### src/rtl/arith_encoder_controller.sv
// arith_encoder_controller: buffers symbol tuples and sequences init, issue, drain and flush of the AV1 arithmetic-encoder datapath
module arith_encoder_controller #(
  parameter int TB_RANGE_WIDTH  = 16,
  parameter int TB_SYMBOL_WIDTH = 4,
  parameter int TB_D_SIZE       = 4,
  parameter int PIPE_DEPTH      = 3
) (
  input  logic                       general_clk,
  input  logic                       reset,
  input  logic                       frame_start,
  input  logic                       in_valid,
  output logic                       in_ready,
  input  logic [TB_RANGE_WIDTH-1:0]  in_fl,
  input  logic [TB_RANGE_WIDTH-1:0]  in_fh,
  input  logic [TB_SYMBOL_WIDTH-1:0] in_symbol,
  input  logic [TB_SYMBOL_WIDTH:0]   in_nsyms,
  input  logic                       in_last,
  output logic                       dp_init,
  output logic                       dp_valid,
  input  logic                       dp_stall,
  output logic [TB_RANGE_WIDTH-1:0]  dp_fl,
  output logic [TB_RANGE_WIDTH-1:0]  dp_fh,
  output logic [TB_SYMBOL_WIDTH-1:0] dp_symbol,
  output logic [TB_SYMBOL_WIDTH:0]   dp_nsyms,
  output logic                       dp_flush,
  input  logic                       dp_flush_done,
  output logic                       busy,
  output logic                       frame_done,
  output logic [31:0]                sym_count,
  output logic                       protocol_err
);
  localparam int AW = $clog2(TB_D_SIZE);
  localparam int DW = $clog2(PIPE_DEPTH + 1);
  localparam int EW = 2 * TB_RANGE_WIDTH + 2 * TB_SYMBOL_WIDTH + 2;
  typedef enum logic [2:0] {IDLE, INIT, RUN, DRAIN, FLUSH, DONE} state_t;
  state_t        state_q;
  logic [EW-1:0] mem_q [TB_D_SIZE];
  logic [AW:0]   wr_q, rd_q;
  logic [DW-1:0] drain_q;
  logic          last_q, flushed_q;
  logic [EW-2:0] hold_q;
  logic [EW-1:0] head;
  logic          full, empty, push, issue, bad;
  assign head       = mem_q[rd_q[AW-1:0]];
  assign empty      = wr_q == rd_q;
  assign full       = wr_q == {~rd_q[AW], rd_q[AW-1:0]};
  assign in_ready   = (state_q == INIT || state_q == RUN) && !full && !last_q;
  assign push       = in_valid && in_ready;
  assign issue      = state_q == RUN && !empty && !dp_stall;
  assign dp_valid   = issue;
  assign {dp_fl, dp_fh, dp_symbol, dp_nsyms} = issue ? head[EW-1:1] : hold_q;
  assign bad        = in_nsyms < (TB_SYMBOL_WIDTH + 1)'(2) || {1'b0, in_symbol} >= in_nsyms ||
                      (in_fl < in_fh && 32'(in_fl) < 32'd32768);
  assign dp_init    = state_q == INIT;
  assign dp_flush   = state_q == FLUSH && !flushed_q;
  assign busy       = state_q != IDLE;
  assign frame_done = state_q == DONE;
  always_ff @(posedge general_clk) begin
    if (reset) begin
      state_q      <= IDLE;
      wr_q         <= '0;
      rd_q         <= '0;
      drain_q      <= '0;
      last_q       <= 1'b0;
      flushed_q    <= 1'b0;
      hold_q       <= '0;
      sym_count    <= '0;
      protocol_err <= 1'b0;
    end else begin
      if (push) begin
        mem_q[wr_q[AW-1:0]] <= {in_fl, in_fh, in_symbol, in_nsyms, in_last};
        wr_q                <= wr_q + 1'b1;
      end
      if (push && in_last) last_q <= 1'b1;
      if (push && bad) protocol_err <= 1'b1;
      if (issue) begin
        rd_q      <= rd_q + 1'b1;
        hold_q    <= head[EW-1:1];
        sym_count <= sym_count + 1;
      end
      case (state_q)
        IDLE: if (frame_start) begin
          state_q <= INIT;
          last_q  <= 1'b0;
        end
        INIT: begin
          state_q   <= RUN;
          sym_count <= '0;
        end
        RUN: if (issue && head[0]) begin
          state_q <= DRAIN;
          drain_q <= '0;
        end
        DRAIN: begin
          drain_q <= drain_q + 1'b1;
          if (drain_q == DW'(PIPE_DEPTH - 1)) begin
            state_q   <= FLUSH;
            flushed_q <= 1'b0;
          end
        end
        FLUSH: begin
          flushed_q <= 1'b1;
          if (dp_flush_done) state_q <= DONE;
        end
        DONE: state_q <= IDLE;
        default: state_q <= IDLE;
      endcase
    end
  end
endmodule

### config.mk
export PLATFORM = sky130hd
export DESIGN_NAME = arith_encoder_controller
export DESIGN_NICKNAME = d
export VERILOG_FILES = /design/src/rtl/arith_encoder_controller.sv
export SDC_FILE = /design/constraint.sdc
export NUM_CORES = 1
export LEC_CHECK = 0
export CAP_MARGIN = 10
export CORE_MARGIN = 2
export CORE_UTILIZATION = 35
export DETAILED_ROUTE_END_ITERATION = 12
export PLACE_DENSITY_LB_ADDON = 0.1
export SYNTH_ARGS = -nofsm -noshare
export SYNTH_HDL_FRONTEND = slang
export SYNTH_SLANG_ARGS = --single-unit
### constraint.sdc
create_clock -name general_clk -period 5.7 [get_ports general_clk]
set_input_delay 0.855 -clock general_clk [delete_from_list [all_inputs] [get_ports general_clk]]
set_output_delay 0.855 -clock general_clk [all_outputs]
set_load 0.02 [all_outputs]
# Word-level counts from Yosys, hierarchy flattened
# Memories as Yosys holds them, arrays and structs flattened. A register that Yosys moved wholly into a read port is not among the register bits.
# Cells that the tools add are included.
# W data, S select, Z words.
dict set report classes {
  bitwise 1
  n_div 0
  order_cmp 4
  addsub 4
  n_mux 18
  eq_ne 12
  n_mul 0
  shifts 0
  n_reduce_logical 26
}
# operator n
set ops {}
lappend ops {{$mux W41} 1}
lappend ops {{$add A32 B1 Y32 const B} 1}
lappend ops {{$lt A16 B16 Y1} 1}
lappend ops {{$lt A16 B16 Y1 const B} 1}
lappend ops {{$pmux W3 S5} 1}
lappend ops {{$mux W3} 4}
lappend ops {{$logic_and A1 B1 Y1} 10}
lappend ops {{$mux W1} 7}
lappend ops {{$add A3 B1 Y3 const B} 2}
lappend ops {{$eq A3 B2 Y1 const B} 2}
lappend ops {{$eq A3 B3 Y1} 2}
lappend ops {{$eq A3 B3 Y1 const B} 2}
lappend ops {{$mux W2} 3}
lappend ops {{$ne A2 B2 Y1 const B} 3}
lappend ops {{$ge A4 B5 Y1} 1}
lappend ops {{$logic_not A1 Y1} 5}
lappend ops {{$lt A5 B2 Y1 const B} 1}
lappend ops {{$pmux W2 S2} 1}
lappend ops {{$reduce_and A2 Y1} 2}
lappend ops {{$reduce_and A4 Y1} 1}
lappend ops {{$reduce_bool A2 Y1} 2}
lappend ops {{$eq A3 B1 Y1 const B} 1}
lappend ops {{$logic_not A3 Y1} 1}
lappend ops {{$logic_or A1 B1 Y1} 3}
lappend ops {{7 further kinds} 7}
dict set report totals {
  mem_bits_ro 0
  input_bits 48
  out_inout_bits 80
  mem_count 1
  wordCells 75
  ff_bits 87
  latch_bits 0
  mem_bits_rw 168
}
# name words word_bits rd rd_clocked_by_memory_dff write_ports line_no
set mem_list {}
lappend mem_list {mem_q 4 42 1 1 1 37} ;# logic [EW-1:0] mem_q [TB_D_SIZE];

# Longest topological paths before layout
dict set report depth {
  word_depth 10
  ltp_mapped 7
  ltp_nobuf 7
}

# Least setup slack after synthesis
# No wires, ideal clock.
dict set report synth_timing {
  kind {input port to flip-flop}
  start {input port reset}
  end {memory mem_q[3][0] in the netlist's numbering, enable pin}
  path_buffers 1
  arrival_time_ps 3988
  slack_ps 1219
  stages 2
  setup_ps 493
  t_required_ps 5207
  cell_sequence {clkbuf_1 > nor3_1}
}
dict set report synth_via {
  elab_chain_cells 2
}
# element line_no
set synth_lines {}
lappend synth_lines {{start: declaration} 9} ;# input logic reset,
lappend synth_lines {{$mux W1} 59} ;# if (reset) begin
lappend synth_lines {{$mux W1 (implied by the code)} 71} ;# mem_q[wr_q[AW-1:0]] <= {in_fl, in_fh, in_symbol, in_nsyms, in_last};
lappend synth_lines {{end: declaration} 37}
# Every way passes these cells.

# Worst setup path in the final report
dict set report layout_timing {
  start {input port dp_stall}
  end {output port dp_fh[11]}
}
dict set report layout_via {
  elab_chain_cells 3
}
# element line_no
set layout_lines {}
lappend layout_lines {{start: declaration} 20} ;# input logic dp_stall,
lappend layout_lines {{$logic_not A1 Y1} 49} ;# assign issue = state_q == RUN && !empty && !dp_stall;
lappend layout_lines {{$logic_and A1 B1 Y1} 49}
lappend layout_lines {{$mux W41} -}
lappend layout_lines {{end: declaration} 22} ;# output logic [TB_RANGE_WIDTH-1:0] dp_fh,
# Every way passes these cells.

==> results.sh <==
export IMPL_cts_setup_buffers=0
export IMPL_grt_usage=0.154
export IMPL_synthesis_area_mm2=0.0105
export IMPL_die_area_mm2=0.0315
export IMPL_ys_warnings_count=0
export IMPL_dp_hpwl_um=14700
export IMPL_fin_skew_ps=12.5
export IMPL_netlist_instances=785
export IMPL_port_buffers=127
export IMPL_hold_viol=0
export IMPL_antenna_found_initial=2
export IMPL_final_max_slew_violation_count=0
export IMPL_critical_path_max_stage_delay_ps=600
export IMPL_hold_depth=2
export IMPL_coreArea_mm2=0.0296
export IMPL_die_h_um=178
export IMPL_holdPathEnd="drain_q[0]"
export IMPL_min_from="drain_q[0]"
export IMPL_p_leak_nw=4.52
export IMPL_clock_latency_ps=540
export IMPL_syn_nets=859
export IMPL_critPathMaxFanout=34
export IMPL_grt_pass1_wl_um=37500
export IMPL_yosysUniqueCellTypes=47
export IMPL_grt_max_degree=61
export IMPL_htreeDepth=1
export IMPL_fin_setup_tns_ps=0
export IMPL_cts_tree="done"
export IMPL_gp_congestion=0.696
export IMPL_outcome="finished clean"
export IMPL_final_period_utilization=0.704
export IMPL_routed_wl_um=24000
export IMPL_ys_seq_area_frac=0.648
export IMPL_die_w_um=178
export IMPL_viasPerCell=4.79
export IMPL_initial_core_util=0.356
export IMPL_yosysMostFrequentCell="edfxtp_1"
export IMPL_maxCapViolCount=0
export IMPL_arrival_ps=3160
export IMPL_n_fill_cell=2766
export IMPL_fin_area_mm2=0.0132
export IMPL_ctsHoldBuffers=0
export IMPL_reg2reg_depth=6
export IMPL_hold_class="reg2reg"
export IMPL_vdd_drop_max_mv=0.192
export IMPL_ff2ff_setup_slack_ps=2610
export IMPL_cp_startpoint="dp_stall"
export IMPL_cts_made_buffers=29
export IMPL_cellPowerDensity_mw_per_mm2=307
export IMPL_wire_per_inst_um=18.1
export IMPL_clock_sinks=257
export IMPL_synth_area_top_cells="edfxtp_1, dfxtp_1, mux4_2"
export IMPL_worst_pin_slew_ps=948
export IMPL_io_pins=128
export IMPL_grt_setup_unrepaired="no"
export IMPL_antenna_left=0
export IMPL_nets=988
export IMPL_finalPower_w=0.00405
export IMPL_synthFlopType="edfxtp_1"
export IMPL_rows=63
export IMPL_synth_commonest_cells="edfxtp_1, nand2_1, dfxtp_1"
export IMPL_synth_top_area_share=0.479
export IMPL_min_period_ps=4010
export IMPL_cp_start_kind="input pin"
export IMPL_cts_path_max_buffers=3
export IMPL_postCtsResizedCells=0
export IMPL_required_ps=4850
export IMPL_postSynthAreaPerCell_um2=13.4
export IMPL_drt_iter0_markers=332
export IMPL_critPathCaptureType="output pin"
export IMPL_rr_endpoint="mem_q[1][19]"
export IMPL_ys_ff_latch=257
export IMPL_max_freq_ghz=0.249
export IMPL_critical_path_class="in2out"
export IMPL_syn2layout_area_growth_pct=25.2
export IMPL_drive_gt1_frac=0.130
export IMPL_first_global_vias=6482
export IMPL_synth_edf_count=168
export IMPL_vias=6356
export IMPL_setup_viol=0
export IMPL_yosysTopAreaCell="edfxtp_1"
export IMPL_drc=0
export IMPL_slew_headroom=0.368
export IMPL_dpl_cell_area_mm2=0.0122
export IMPL_worstReg2RegStart="wr_q[1]"
export IMPL_cts_root_buf="clkbuf_16"
export IMPL_worst_path_max_delay_cell="clkdlybuf4s50_1"
export IMPL_synthArstFlopShare=0
export IMPL_clk_pin_slew_ps=60
export IMPL_critical_path_cell_chain="clkdlybuf4s50_1, nor4b_4, o31ai_4, inv_2, buf_12, nand2_1, nand2_1, clkdlybuf4s50_1"
export IMPL_grt_overflow=0
export IMPL_dr_pass1_iters=4
## power by group
group | leakage, nW | switching, W | total, W | internal (W)
sequential | 2.23 | 0.0000139 | 0.00202 | 0.00201
clock | 0.467 | 0.000733 | 0.00184 | 0.00111
combinational | 1.82 | 0.000108 | 0.000195 | 0.0000867
## how the worst max path moves through the flow
| stage | to | slack (ps) | depth (start not counted) |
|---|---|---|---|
| after global routing | dp_fl[6] | 1490 | 8 |
| final | dp_fh[11] | 1690 | 8 |
| after floorplan | mem_q[3][0] | 1220 | 2 |
| after global placement | dp_fh[1] | 1660 | 8 |
| after detailed placement | dp_fl[3] | 1640 | 8 |
| after CTS | dp_fl[3] | 1620 | 8 |
## layer usage
layer	routed length, um	track usage	vias to the layer above
met5	0	0	-
met4	470	0.0386	0
met3	1250	0.0336	39
met2	11400	0.254	126
met1	10900	0.205	3112
li1	-	-	3079
## worst max-delay path: cells and delay by family
family	cells	cell delay [ps]
AND/OR/NAND/NOR	3	510
AO/OA/AOI/OAI	1	130
buffers and inverters	4	1630
## cells by family (layout without fill, tap and decap cells)
logic type | after synthesis | count (layout) | share of synthesized area
compound gates | 36 | 36 | 0.0215
xor+xnor | 36 | 36 | 0.0299
fa+ha+maj | 26 | 26 | 0.0309
buf+inv | 70 | 222 | 0.0275
flops | 257 | 257 | 0.648
mux | 44 | 44 | 0.0917
other cells | 0 | 1 | 0
simple gates | 316 | 316 | 0.151
## layout make-up
type                       instances  area (um^2)  share of cell area
inverter                          32          120             0.00911
multi-input combinational        458         3460               0.262
clock buffer                      38          790              0.0599
timing repair buffer             136         1350               0.102
sequential                       257         6830               0.518
clock inverter                    16          156              0.0119
tap                              390          488              0.0370
antenna                            1         2.50            0.000190
## per-stage QoR
stage | utilization | setup WS [ps] | hold WS, ps | std cells
3_5_place_dp | 0.413 | 1640 | 460 | 1273
3_3_place_gp | 0.413 | 1660 | 454 | 1273
4_1_cts | 0.445 | 1620 | 469 | 1327
6_report | 0.445 | 1690 | 468 | 1328
5_1_grt | 0.445 | 1490 | 490 | 1327
2_1_floorplan | - | 1220 | 444 | 785
## flip-flops by register name, indices dropped and copies added, names as in the netlist, named ones only
name,flops
drain_q,2
hold_q,41
rd_q,3
wr_q,3
sym_count,32
protocol_err,1
last_q,1
flushed_q,1
mem_q,168
state_q,3
## cell usage in the layout (no fill, tap or decap), drive strengths merged, types with 12 or more instances in the layout
| cell type | netlist | final |
|---|---|---|
| nor3 | 16 | 16 |
| inv | 32 | 33 |
| mux4 | 42 | 42 |
| nor2 | 42 | 42 |
| edfxtp | 168 | 168 |
| nor4 | 15 | 15 |
| clkdlybuf4s50 | 0 | 126 |
| nand2 | 147 | 147 |
| xnor2 | 29 | 29 |
| dfxtp | 89 | 89 |
| nand3 | 19 | 19 |
| ha | 26 | 26 |
| nor2b | 42 | 42 |
| a21oi | 12 | 12 |
| clkbuf | 21 | 38 |
(Power assumes the default switching activity.)
